File: src/rtl/adc_spi_sampler.sv
// adc_spi_sampler: periodic SPI reader for a 12-bit, 8-channel serial ADC (ADC128S102-style frame).
// Optional build macro SAMPLE_AVG4_EN: strobe once per four frames with the truncated mean.
module adc_spi_sampler #(
  parameter int         CLK_DIV       = 4,
  parameter int         SAMPLE_PERIOD = 50000,
  parameter logic [2:0] CHANNEL       = 3'd0
) (
  input  logic        clk,
  input  logic        rst_n,
  input  logic        en,
  input  logic        adc_sdo,
  output logic        adc_cs_n,
  output logic        adc_sclk,
  output logic        adc_din,
  output logic [11:0] origin_data,
  output logic        en_kalman,
  output logic        busy,
  output logic        overrun
);

  localparam int PW = $clog2(SAMPLE_PERIOD);
  localparam int DW = $clog2(CLK_DIV);
  localparam logic [PW-1:0] PERIOD_LAST = PW'(SAMPLE_PERIOD - 1);
  localparam logic [DW-1:0] DIV_LAST    = DW'(CLK_DIV - 1);

  typedef enum logic [1:0] {IDLE, SETUP, SHIFT, DONE} state_t;

  state_t        state_q, state_d;
  logic [PW-1:0] period_cnt;
  logic [DW-1:0] div_q, div_d;
  logic [4:0]    half_q, half_d;
  logic          cs_n_d, sclk_d, din_d, busy_d;
  logic          tick, div_last, sample_en, frame_end, strobe;
  logic [11:0]   shreg_p0, result;

  // Frame bits 2..4 carry the channel address MSB first; everything else is zero.
  function automatic logic din_bit(input logic [3:0] n);
    case (n)
      4'd2:    return CHANNEL[2];
      4'd3:    return CHANNEL[1];
      4'd4:    return CHANNEL[0];
      default: return 1'b0;
    endcase
  endfunction

  assign tick     = en && (period_cnt == PERIOD_LAST);
  assign div_last = (div_q == DIV_LAST);

  always_ff @(posedge clk) begin
    if (!rst_n || !en || tick) period_cnt <= '0;
    else                       period_cnt <= period_cnt + 1'b1;
  end

  always_comb begin
    state_d   = state_q;
    div_d     = div_q;
    half_d    = half_q;
    cs_n_d    = 1'b1;
    sclk_d    = 1'b1;
    din_d     = 1'b0;
    busy_d    = 1'b0;
    sample_en = 1'b0;
    frame_end = 1'b0;
    case (state_q)
      IDLE: begin
        if (tick) begin
          state_d = SETUP;
          div_d   = '0;
          cs_n_d  = 1'b0;
          busy_d  = 1'b1;
        end
      end
      SETUP: begin
        cs_n_d = 1'b0;
        busy_d = 1'b1;
        if (div_last) begin
          state_d = SHIFT;
          div_d   = '0;
          half_d  = '0;
          sclk_d  = 1'b0;
          din_d   = din_bit(4'd0);
        end else begin
          div_d = div_q + 1'b1;
        end
      end
      SHIFT: begin
        cs_n_d    = 1'b0;
        busy_d    = 1'b1;
        sclk_d    = half_q[0];
        din_d     = adc_din;
        // Capture on the clk that raises SCLK, skipping the four leading zeros.
        sample_en = div_last && !half_q[0] && (half_q[4:1] >= 4'd4);
        if (div_last) begin
          div_d = '0;
          if (half_q == 5'd31) begin
            state_d   = DONE;
            cs_n_d    = 1'b1;
            sclk_d    = 1'b1;
            din_d     = 1'b0;
            frame_end = 1'b1;
          end else begin
            half_d = half_q + 1'b1;
            sclk_d = ~half_q[0];
            if (half_q[0]) din_d = din_bit(half_q[4:1] + 1'b1);
          end
        end else begin
          div_d = div_q + 1'b1;
        end
      end
      default: begin
        state_d = IDLE;
      end
    endcase
  end

  // Stage p0: serial-to-parallel capture of D11..D0
  always_ff @(posedge clk) begin
    if (sample_en) shreg_p0 <= {shreg_p0[10:0], adc_sdo};
  end

`ifdef SAMPLE_AVG4_EN
  logic [13:0] acc_p1, acc_sum;
  logic [1:0]  frame_cnt;

  function automatic logic [11:0] avg4_trunc(input logic [13:0] s);
    return s[13:2];
  endfunction

  assign acc_sum = acc_p1 + {2'b00, shreg_p0};
  assign strobe  = frame_end && en && (frame_cnt == 2'd3);
  assign result  = avg4_trunc(acc_sum);

  // Stage p1: four-frame accumulation, cleared whenever sampling is disabled
  always_ff @(posedge clk) begin
    if (!rst_n || !en) begin
      acc_p1    <= '0;
      frame_cnt <= '0;
    end else if (frame_end) begin
      frame_cnt <= frame_cnt + 1'b1;
      acc_p1    <= (frame_cnt == 2'd3) ? 14'd0 : acc_sum;
    end
  end
`else
  assign strobe = frame_end;
  assign result = shreg_p0;
`endif

  // Output stage: registered pins, result and strobe
  always_ff @(posedge clk) begin
    if (!rst_n) begin
      state_q     <= IDLE;
      div_q       <= '0;
      half_q      <= '0;
      adc_cs_n    <= 1'b1;
      adc_sclk    <= 1'b1;
      adc_din     <= 1'b0;
      busy        <= 1'b0;
      overrun     <= 1'b0;
      en_kalman   <= 1'b0;
      origin_data <= '0;
    end else begin
      state_q   <= state_d;
      div_q     <= div_d;
      half_q    <= half_d;
      adc_cs_n  <= cs_n_d;
      adc_sclk  <= sclk_d;
      adc_din   <= din_d;
      busy      <= busy_d;
      overrun   <= overrun | (tick && (state_q != IDLE));
      en_kalman <= strobe;
      if (strobe) origin_data <= result;
    end
  end

endmodule

File: config.mk
export PLATFORM = sky130hd
export DESIGN_NAME = adc_spi_sampler
export DESIGN_NICKNAME = d
export VERILOG_FILES = /design/src/rtl/adc_spi_sampler.sv
export SDC_FILE = /design/constraint.sdc
export NUM_CORES = 1
export LEC_CHECK = 0
export ABC_AREA = 1
export CORE_MARGIN = 2
export CORE_UTILIZATION = 40
export DETAILED_ROUTE_END_ITERATION = 12
export HOLD_SLACK_MARGIN = 0.12
export PLACE_DENSITY = 0.56
export REMOVE_ABC_BUFFERS = 1
export SYNTH_ARGS = -nofsm -noshare
export SYNTH_HDL_FRONTEND = slang
export SYNTH_SLANG_ARGS = --single-unit
File: constraint.sdc
create_clock -name clk -period 2.2 [get_ports clk]
set_input_delay 0.33 -clock clk [delete_from_list [all_inputs] [get_ports clk]]
set_output_delay 0.33 -clock clk [all_outputs]
set_load 0.1 [all_outputs]
=== Word-level counts from Yosys, hierarchy flattened ===
Index checks and enable logic that the tools add are counted.

* $mul: 0
* Eq/ne operators: 10
* Multiplexer cells: 26
* $add $sub $neg: 3
* Shift-type cells: 0
* Divide/modulo/power cells: 0
* Bitwise logic cells: 2
* Reduce and logical (&&, ||, !) cells: 20
* Order comparisons: 1

{| class="wikitable"
|+ Operators by type and width
! cell !! count
|-
| $add 16x1->16 const B || 1
|-
| $eq 16x16->1 const B || 1
|-
| $mux 5 || 3
|-
| $mux 2 || 6
|-
| $mux 1 || 11
|-
| $ne 2x2->1 const B || 5
|-
| $pmux 5 s2 || 1
|-
| $reduce_and 4->1 || 2
|-
| $reduce_bool 2->1 || 4
|-
| $pmux 2 s3 || 1
|-
| $reduce_and 2->1 || 3
|-
| $add 5x1->5 const B || 1
|-
| $eq 5x5->1 const B || 1
|-
| $eq 2x2->1 const B || 2
|-
| $ge 4x3->1 const B || 1
|-
| $logic_and 1x1->1 || 4
|-
| $pmux 1 s2 || 2
|-
| $pmux 2 s2 || 1
|-
| $logic_not 1->1 || 3
|-
| $pmux 1 s3 || 1
|-
| $add 2x1->2 const B || 1
|-
| $eq 2x1->1 const B || 1
|-
| $logic_not 2->1 || 1
|-
| $logic_or 1x1->1 || 2
|-
| other kinds (3) || 3
|}

* Output and inout port bits: 18
* Register bits: 55
* ROM bits: 0
* Bits in latches: 0
* Memory bits (writable): 0
* Memories kept: 0

=== Depth between registers and ports, before layout ===
Gate-level depths: netlist of the first run.

* Word-level depth: 4
* Depth in mapped cells: 9

=== Least setup slack after synthesis of the first run ===
OpenSTA, ideal clock, no wires.

* Kind: reg-to-reg
* From: register state_q[0]
* To: register shreg_p0[0] (netlist: result[0]) (enable)
* Cell stages (with the launch flop): 8
* Library setup time: 0.385 ns
* Path buffers: 1
* Data arrival time: 1.584 ns
* Path slack: 0.231 ns
* Path through: dfxtp_1 inv_1 ha_1 buf_2 inv_1 nor2_1 nand2_1 a21oi_1

* Cells in the longest elaborated chain, start to end: 2

{| class="wikitable"
|+ RTL lines
! element !! RTL line !! source
|-
| from (decl) || 28 || <nowiki>state_t state_q, state_d;</nowiki>
|-
| from (signal assigned) || 162 || <nowiki>state_q <= state_d;</nowiki>
|-
| $eq 2x2->1 || 64 || <nowiki>case (state_q)</nowiki>
|-
| $mux 1 || 64 ||
|-
| via sample_en || 33 || <nowiki>logic tick, div_last, sample_en, frame_end, strobe;</nowiki>
|-
| to (signal assigned) || 118 || <nowiki>if (sample_en) shreg_p0 <= {shreg_p0[10:0], adc_sdo};</nowiki>
|-
| to (decl) || 34 || <nowiki>logic [11:0] shreg_p0, result;</nowiki>
|}

The timed path passes the listed nets, and every way through them passes these cells.
A chain may end at the register's enable or synchronous reset.

=== Worst setup path in the final report of the first run ===
* From: register state_q[0]
* To: register shreg_p0[7] (netlist: result[7]) (enable)

Same word-level chain as after synthesis.

==> results of run 1 <==
==> cells in the final DEF, fill, tap and decap left out, types with 9 or more instances in the layout <==
cell type | synthesis | final
o21ai_0 | 16 | 16
nand2_1 | 33 | 33
edfxtp_1 | 12 | 12
nor3_1 | 10 | 10
buf_4 | 1 | 21
nand3_1 | 12 | 12
a21oi_1 | 29 | 29
nor2_1 | 28 | 28
ha_1 | 9 | 9
dfxtp_1 | 42 | 42
inv_1 | 36 | 36
==> per-layer routing <==
| metal | global-route usage | part of all wire |
|---|---|---|
| met4 | 0.04576 | 0.011 |
| met1 | 0.1850 | 0.50 |
| met3 | 0.03708 | 0.032 |
| met5 | 0 | 0 |
| met2 | 0.2125 | 0.46 |
==> through the flow <==
stage	std cells	util	total power, mW	setup slack, ns	hold slack [ns]
CTS	367	0.4817	1.729	0.4140	0.4449
global route	367	0.4817	1.777	0.2827	0.4605
finish	367	0.4817	1.707	0.4107	0.4457
floorplan	263	-	1.058	0.2125	0.4175
global placement	359	0.4621	1.078	0.4766	0.4282
detailed placement	359	0.4621	1.077	0.4191	0.4288
==> worst max-delay path, cell delays in order (launching register included) <==
cell     delay [ns]
dfxtp_1        0.34
inv_1          0.11
ha_1           0.33
inv_1          0.15
nor2_1         0.15
nand2_1        0.07
a21oi_1        0.13
buf_4          0.22
==> cell families after synthesis <==
kind of cell	synth area share
other	0.001593
DFF	0.5104
buffers and inverters	0.07602
adders and majority gates	0.04785
AOI/OAI and AO/OA	0.1148
and+or+nand+nor	0.2307
xor gates and xnor gates	0.01861
==> area by class of cell <==
type                            count  area, sq um
Clock buffer                        6        72.57
Sequential cell                    54         1201
Multi-Input combinational cell    172        973.4
Tap cell                           72        90.09
Clock inverter                      2        37.54
Fill cell                         550         2907
Inverter                           37        138.9
Timing Repair Buffer               24        187.7
==> registers in the layout, indices dropped and copies added (netlist names) <==
| name | flops |
|---|---|
| overrun | 1 |
| state_q | 2 |
| adc_cs_n | 1 |
| div_q | 2 |
| result | 12 |
| busy | 1 |
| half_q | 5 |
| adc_sclk | 1 |
| period_cnt | 16 |
| en_kalman | 1 |
| origin_data | 12 |
==> power by group <==
group	switching (mW)	internal [mW]	total [mW]
Sequential	0.00126	1.01	1.01
Combinational	0.0293	0.0136	0.0429
Clock	0.314	0.340	0.654
Total	0.345	1.36	1.71
==> how the worst max path moves through the flow <==
stage | startpoint | slack (ns) | to
after detailed placement | state_q[0] | 0.42 | result[0]
after CTS | state_q[0] | 0.41 | result[6]
after floorplan | state_q[0] | 0.21 | result[0]
after global routing | state_q[0] | 0.28 | result[0]
final | state_q[0] | 0.41 | result[7]
after global placement | en | 0.48 | div_q[1]
==> impl_metrics.json, run 1 <==
{
  "grt_pass1_vias": 1583,
  "r2r_start": "state_q[0]",
  "syn_inst": 270,
  "final_hold_viol_count": 0,
  "clock_skew_ns": 0.006348,
  "cp.required_ns": 2.21,
  "yosys-top-cells-area": "dfxtp_1, edfxtp_1, a21oi_1, inv_1, nand2_1",
  "hold_buffers": 0,
  "dp_hpwl_mm": 2.918,
  "path_max_fanout": 12,
  "yosys.cell_count.top_type": "dfxtp_1",
  "dieArea_sq_mm": 0.006513,
  "diodes": 0,
  "endpoint_kind": "flip-flop",
  "rsz0062_at_grt": "false",
  "hold_class": "flip-flop to flip-flop",
  "p_leak_nw": 0.9837,
  "r2r_slack_ns": 0.41,
  "synth_top_cell_area_share": 0.3573,
  "synth_warnings": 0,
  "dr.pass1.iters": 4,
  "ys_ff_latch": 54,
  "r2r_cells": 7,
  "crit_arrival_ns": 1.79,
  "die_h_microns": 80.71,
  "start_util": 0.4197,
  "status": "finished clean",
  "numCtsBuffers": 5,
  "portBuffers": 20,
  "synth.distinct_cells": 35,
  "synth_edf_count": 12,
  "die_w_microns": 80.71,
  "clk_pin_slew_ns": 0.09,
  "grt_pass1_wl_mm": 6.927,
  "overflow": 0,
  "peakVddDrop_mv": 0.3971,
  "design_area_sq_mm": 0.002701,
  "syn_area_sq_mm": 0.002354,
  "cts_resized": 0,
  "synth.top_cells.by_count": "dfxtp_1, inv_1, nand2_1, a21oi_1, nor2_1",
  "routed_wl_mm": 3.987,
  "r2r-end": "result[7]",
  "fmax_mhz": 558.9,
  "layout-drive-gt1-share": 0.1627,
  "rows": 27,
  "finalSetupViolations": 0,
  "ant_nets": 0,
  "ys_seq_area_frac": 0.5104,
  "routabilityCongestion": 0.8133,
  "io_pins": 22,
  "wire_per_inst_microns": 10.86,
  "postCtsSetupBuffers": 0,
  "slew_violations": 0,
  "cts_max_path_buffers": 2,
  "nNetsFinal": 307,
  "start_kind": "flip-flop",
  "power_density_mw_per_mm2": 632.0,
  "antenna_found_initial": 0,
  "min_to": "result[8]",
  "vias": 1722,
  "ys.flop_type": "dfxtp_1",
  "fin_crit_ns": 1.789,
  "synth_top_cell_by_area": "dfxtp_1",
  "setup.worst_path.class": "flip-flop to flip-flop",
  "clock_sinks": 54,
  "drt_iter0_drc": 30,
  "cts_tree": "yes",
  "finalSetupTns_ns": 0,
  "syn_area_per_cell_sq_um": 8.717,
  "min-delay-start": "result[7]",
  "viasPerCell": 4.692,
  "grt_start_max_net_pins": 26,
  "min_path_cells": 0,
  "grt_usage": 0.1369,
  "cts-root-buf": "clkbuf_8",
  "place_area_sq_mm": 0.002591,
  "clock_latency_ns": 0.30,
  "async_flop_share": 0,
  "coreArea_sq_mm": 0.005608,
  "syn_to_final_growth_pct": 14.78,
  "htreeDepth": 2,
  "finalCritPeriodShare": 0.8133,
  "drc": 0,
  "max_cap_viol_count": 0
}
No activity file was read; power rests on OpenSTA's default activity.
==> run 2: changes to the inputs <==
==> constraint.sdc (replaced) <==
create_clock -name clk -period 1.7 [get_ports clk]
set_input_delay 0.255 -clock clk [delete_from_list [all_inputs] [get_ports clk]]
set_output_delay 0.255 -clock clk [all_outputs]
set_load 0.1 [all_outputs]
==> impl_metrics.json, run 2 (synthesized netlist as in run 1, its figures left out) <==
{
  "clock_skew_ns": 0.009754,
  "die_w_microns": 80.71,
  "numCtsBuffers": 5,
  "finalSetupViolations": 0,
  "crit_path_max_incr_delay_ns": 0.36,
  "layout-drive-gt1-share": 0.2007,
  "most-common-layout-cells": "dfxtp_1, inv_1, nand2_1",
  "clockPowerShare": 0.360,
  "p_leak_nw": 1.055,
  "overflow": 0,
  "dp_hpwl_mm": 3.121,
  "power_frac_comb": 0.026,
  "start_util": 0.4197,
  "grt_start_max_net_pins": 26,
  "routed_wl_mm": 4.309,
  "slowest_stage": "dfxtp_2",
  "top_register": "period_cnt",
  "final_common_cell": "dfxtp_1",
  "nNetsFinal": 311,
  "setup.worst_path.class": "flip-flop to flip-flop",
  "drc": 0,
  "fillers": 555,
  "peakVddDrop_mv": 0.4181,
  "power_density_mw_per_mm2": 713.7,
  "wire_per_inst_microns": 11.61,
  "die_h_microns": 80.71,
  "status": "finished clean",
  "path_max_fanout": 10,
  "critical-path-top-cell-by-count": "nand2_1",
  "io_pins": 22,
  "clock_sinks": 54,
  "antenna_found_initial": 0,
  "start_kind": "flip-flop",
  "vias": 1768,
  "coreArea_sq_mm": 0.005608,
  "syn_to_final_growth_pct": 26.79,
  "holdWs_ns": 0.4426,
  "grt_usage": 0.1498,
  "power.switching_uw": 471.3,
  "slew_violations": 0,
  "cp.required_ns": 1.90,
  "cts-root-buf": "clkbuf_8",
  "hold_class": "flip-flop to flip-flop",
  "grt_pass1_vias": 1633,
  "endpoint_kind": "flip-flop",
  "finalCritPeriodShare": 0.9245,
  "dieArea_sq_mm": 0.006513,
  "largest_reg_flops": 16,
  "cts_tree": "yes",
  "grt_pass1_wl_mm": 7.458,
  "path_buf_inv": 0,
  "fin_crit_ns": 1.572,
  "htreeDepth": 2,
  "rows": 27,
  "viasPerCell": 4.765,
  "routabilityCongestion": 0.8063,
  "hold_buffers": 0,
  "crit_arrival_ns": 1.77,
  "clock_latency_ns": 0.31,
  "swShare": 0.2213,
  "clk_pin_slew_ns": 0.10,
  "crit_chain": "ha_1, nand2_1, nor2_2, ha_2, nand2_1, o211ai_4, nor3_1, a21oi_1, nor2_1",
  "ant_nets": 0,
  "dr.pass1.iters": 4,
  "portBuffers": 20,
  "final_hold_viol_count": 0,
  "fmax_mhz": 636.3,
  "cts_max_path_buffers": 2,
  "cpLargestDelayFamily": "simple AND/OR/NAND/NOR gates",
  "seq_power_share": 0.614,
  "max_cap_viol_count": 0,
  "p_int_mw": 1.658,
  "drt_iter0_drc": 89,
  "diodes": 0,
  "power_mw": 2.130
}
run 2: cell types whose count changed in the layout (fill, tap and decap cells not counted), sizes merged:
cell,delta
buf,+4
bufinv,-1
inv,+1
run 2: worst reg2reg max path, cell delays in order (launching register included):
cell	delay, ns
dfxtp_2	0.36
ha_1	0.18
nand2_1	0.07
nor2_2	0.14
ha_2	0.21
nand2_1	0.09
o211ai_4	0.15
nor3_1	0.10
a21oi_1	0.13
nor2_1	0.05
run 2: layout make-up:
class | count | area (sq um) | area share
Inverter | 37 | 138.9 | 0.04654
Tap cell | 72 | 90.09 | 0.03019
Timing Repair Buffer | 28 | 446.7 | 0.1497
Clock inverter | 2 | 16.27 | 0.005451
Sequential cell | 54 | 1202 | 0.4029
Clock buffer | 6 | 82.58 | 0.02767
Multi-Input combinational cell | 172 | 1007 | 0.3375
run 2: power groups by stage:
| stage | Clock, mW | Sequential, mW | Combinational, mW |
|---|---|---|---|
| 6_report | 0.767 | 1.31 | 0.0552 |
| 5_1_grt | 0.851 | 1.31 | 0.0630 |
| 4_1_cts | 0.806 | 1.31 | 0.0558 |
| 3_5_place_dp | 0 | 1.34 | 0.0554 |
| 3_3_place_gp | 0 | 1.34 | 0.0553 |
| 2_1_floorplan | 0 | 1.34 | 0.0310 |
run 2: what timing repair did:
item                       4_1_cts  5_1_grt
gates resized for setup          0       10
setup endpoints to repair        0       27
setup buffers                    0        2
run 2: per-layer routing:
layer  track usage  share of wire
met5             0              0
met4       0.06441          0.024
met3       0.04270          0.034
met2        0.2417           0.48
met1        0.1875           0.46
run 2: final timing paths:
| check | start | endpoint | slack, ns | cells past startpoint |
|---|---|---|---|---|
| max | half_q[1] | half_q[3] | 0.13 | 9 |
| min | result[6] | result[7] | 0.44 | 0 |
| max reg2reg | half_q[1] | half_q[3] | 0.13 | 9 |
| min reg2reg | result[6] | result[7] | 0.44 | 0 |
run 2: metrics by stage:
step | utilization | worst slack [ns] | setup TNS, ns | cells | area [sq um]
2_1_floorplan | - | -0.2875 | -4.335 | 263 | 2313
3_3_place_gp | 0.5049 | 0.04366 | 0 | 361 | 2831
3_5_place_dp | 0.5049 | 0.03516 | 0 | 361 | 2831
4_1_cts | 0.5225 | 0.01624 | 0 | 369 | 2930
5_1_grt | 0.5321 | -0.03217 | -0.04003 | 371 | 2984
6_report | 0.5321 | 0.1283 | 0 | 371 | 2984
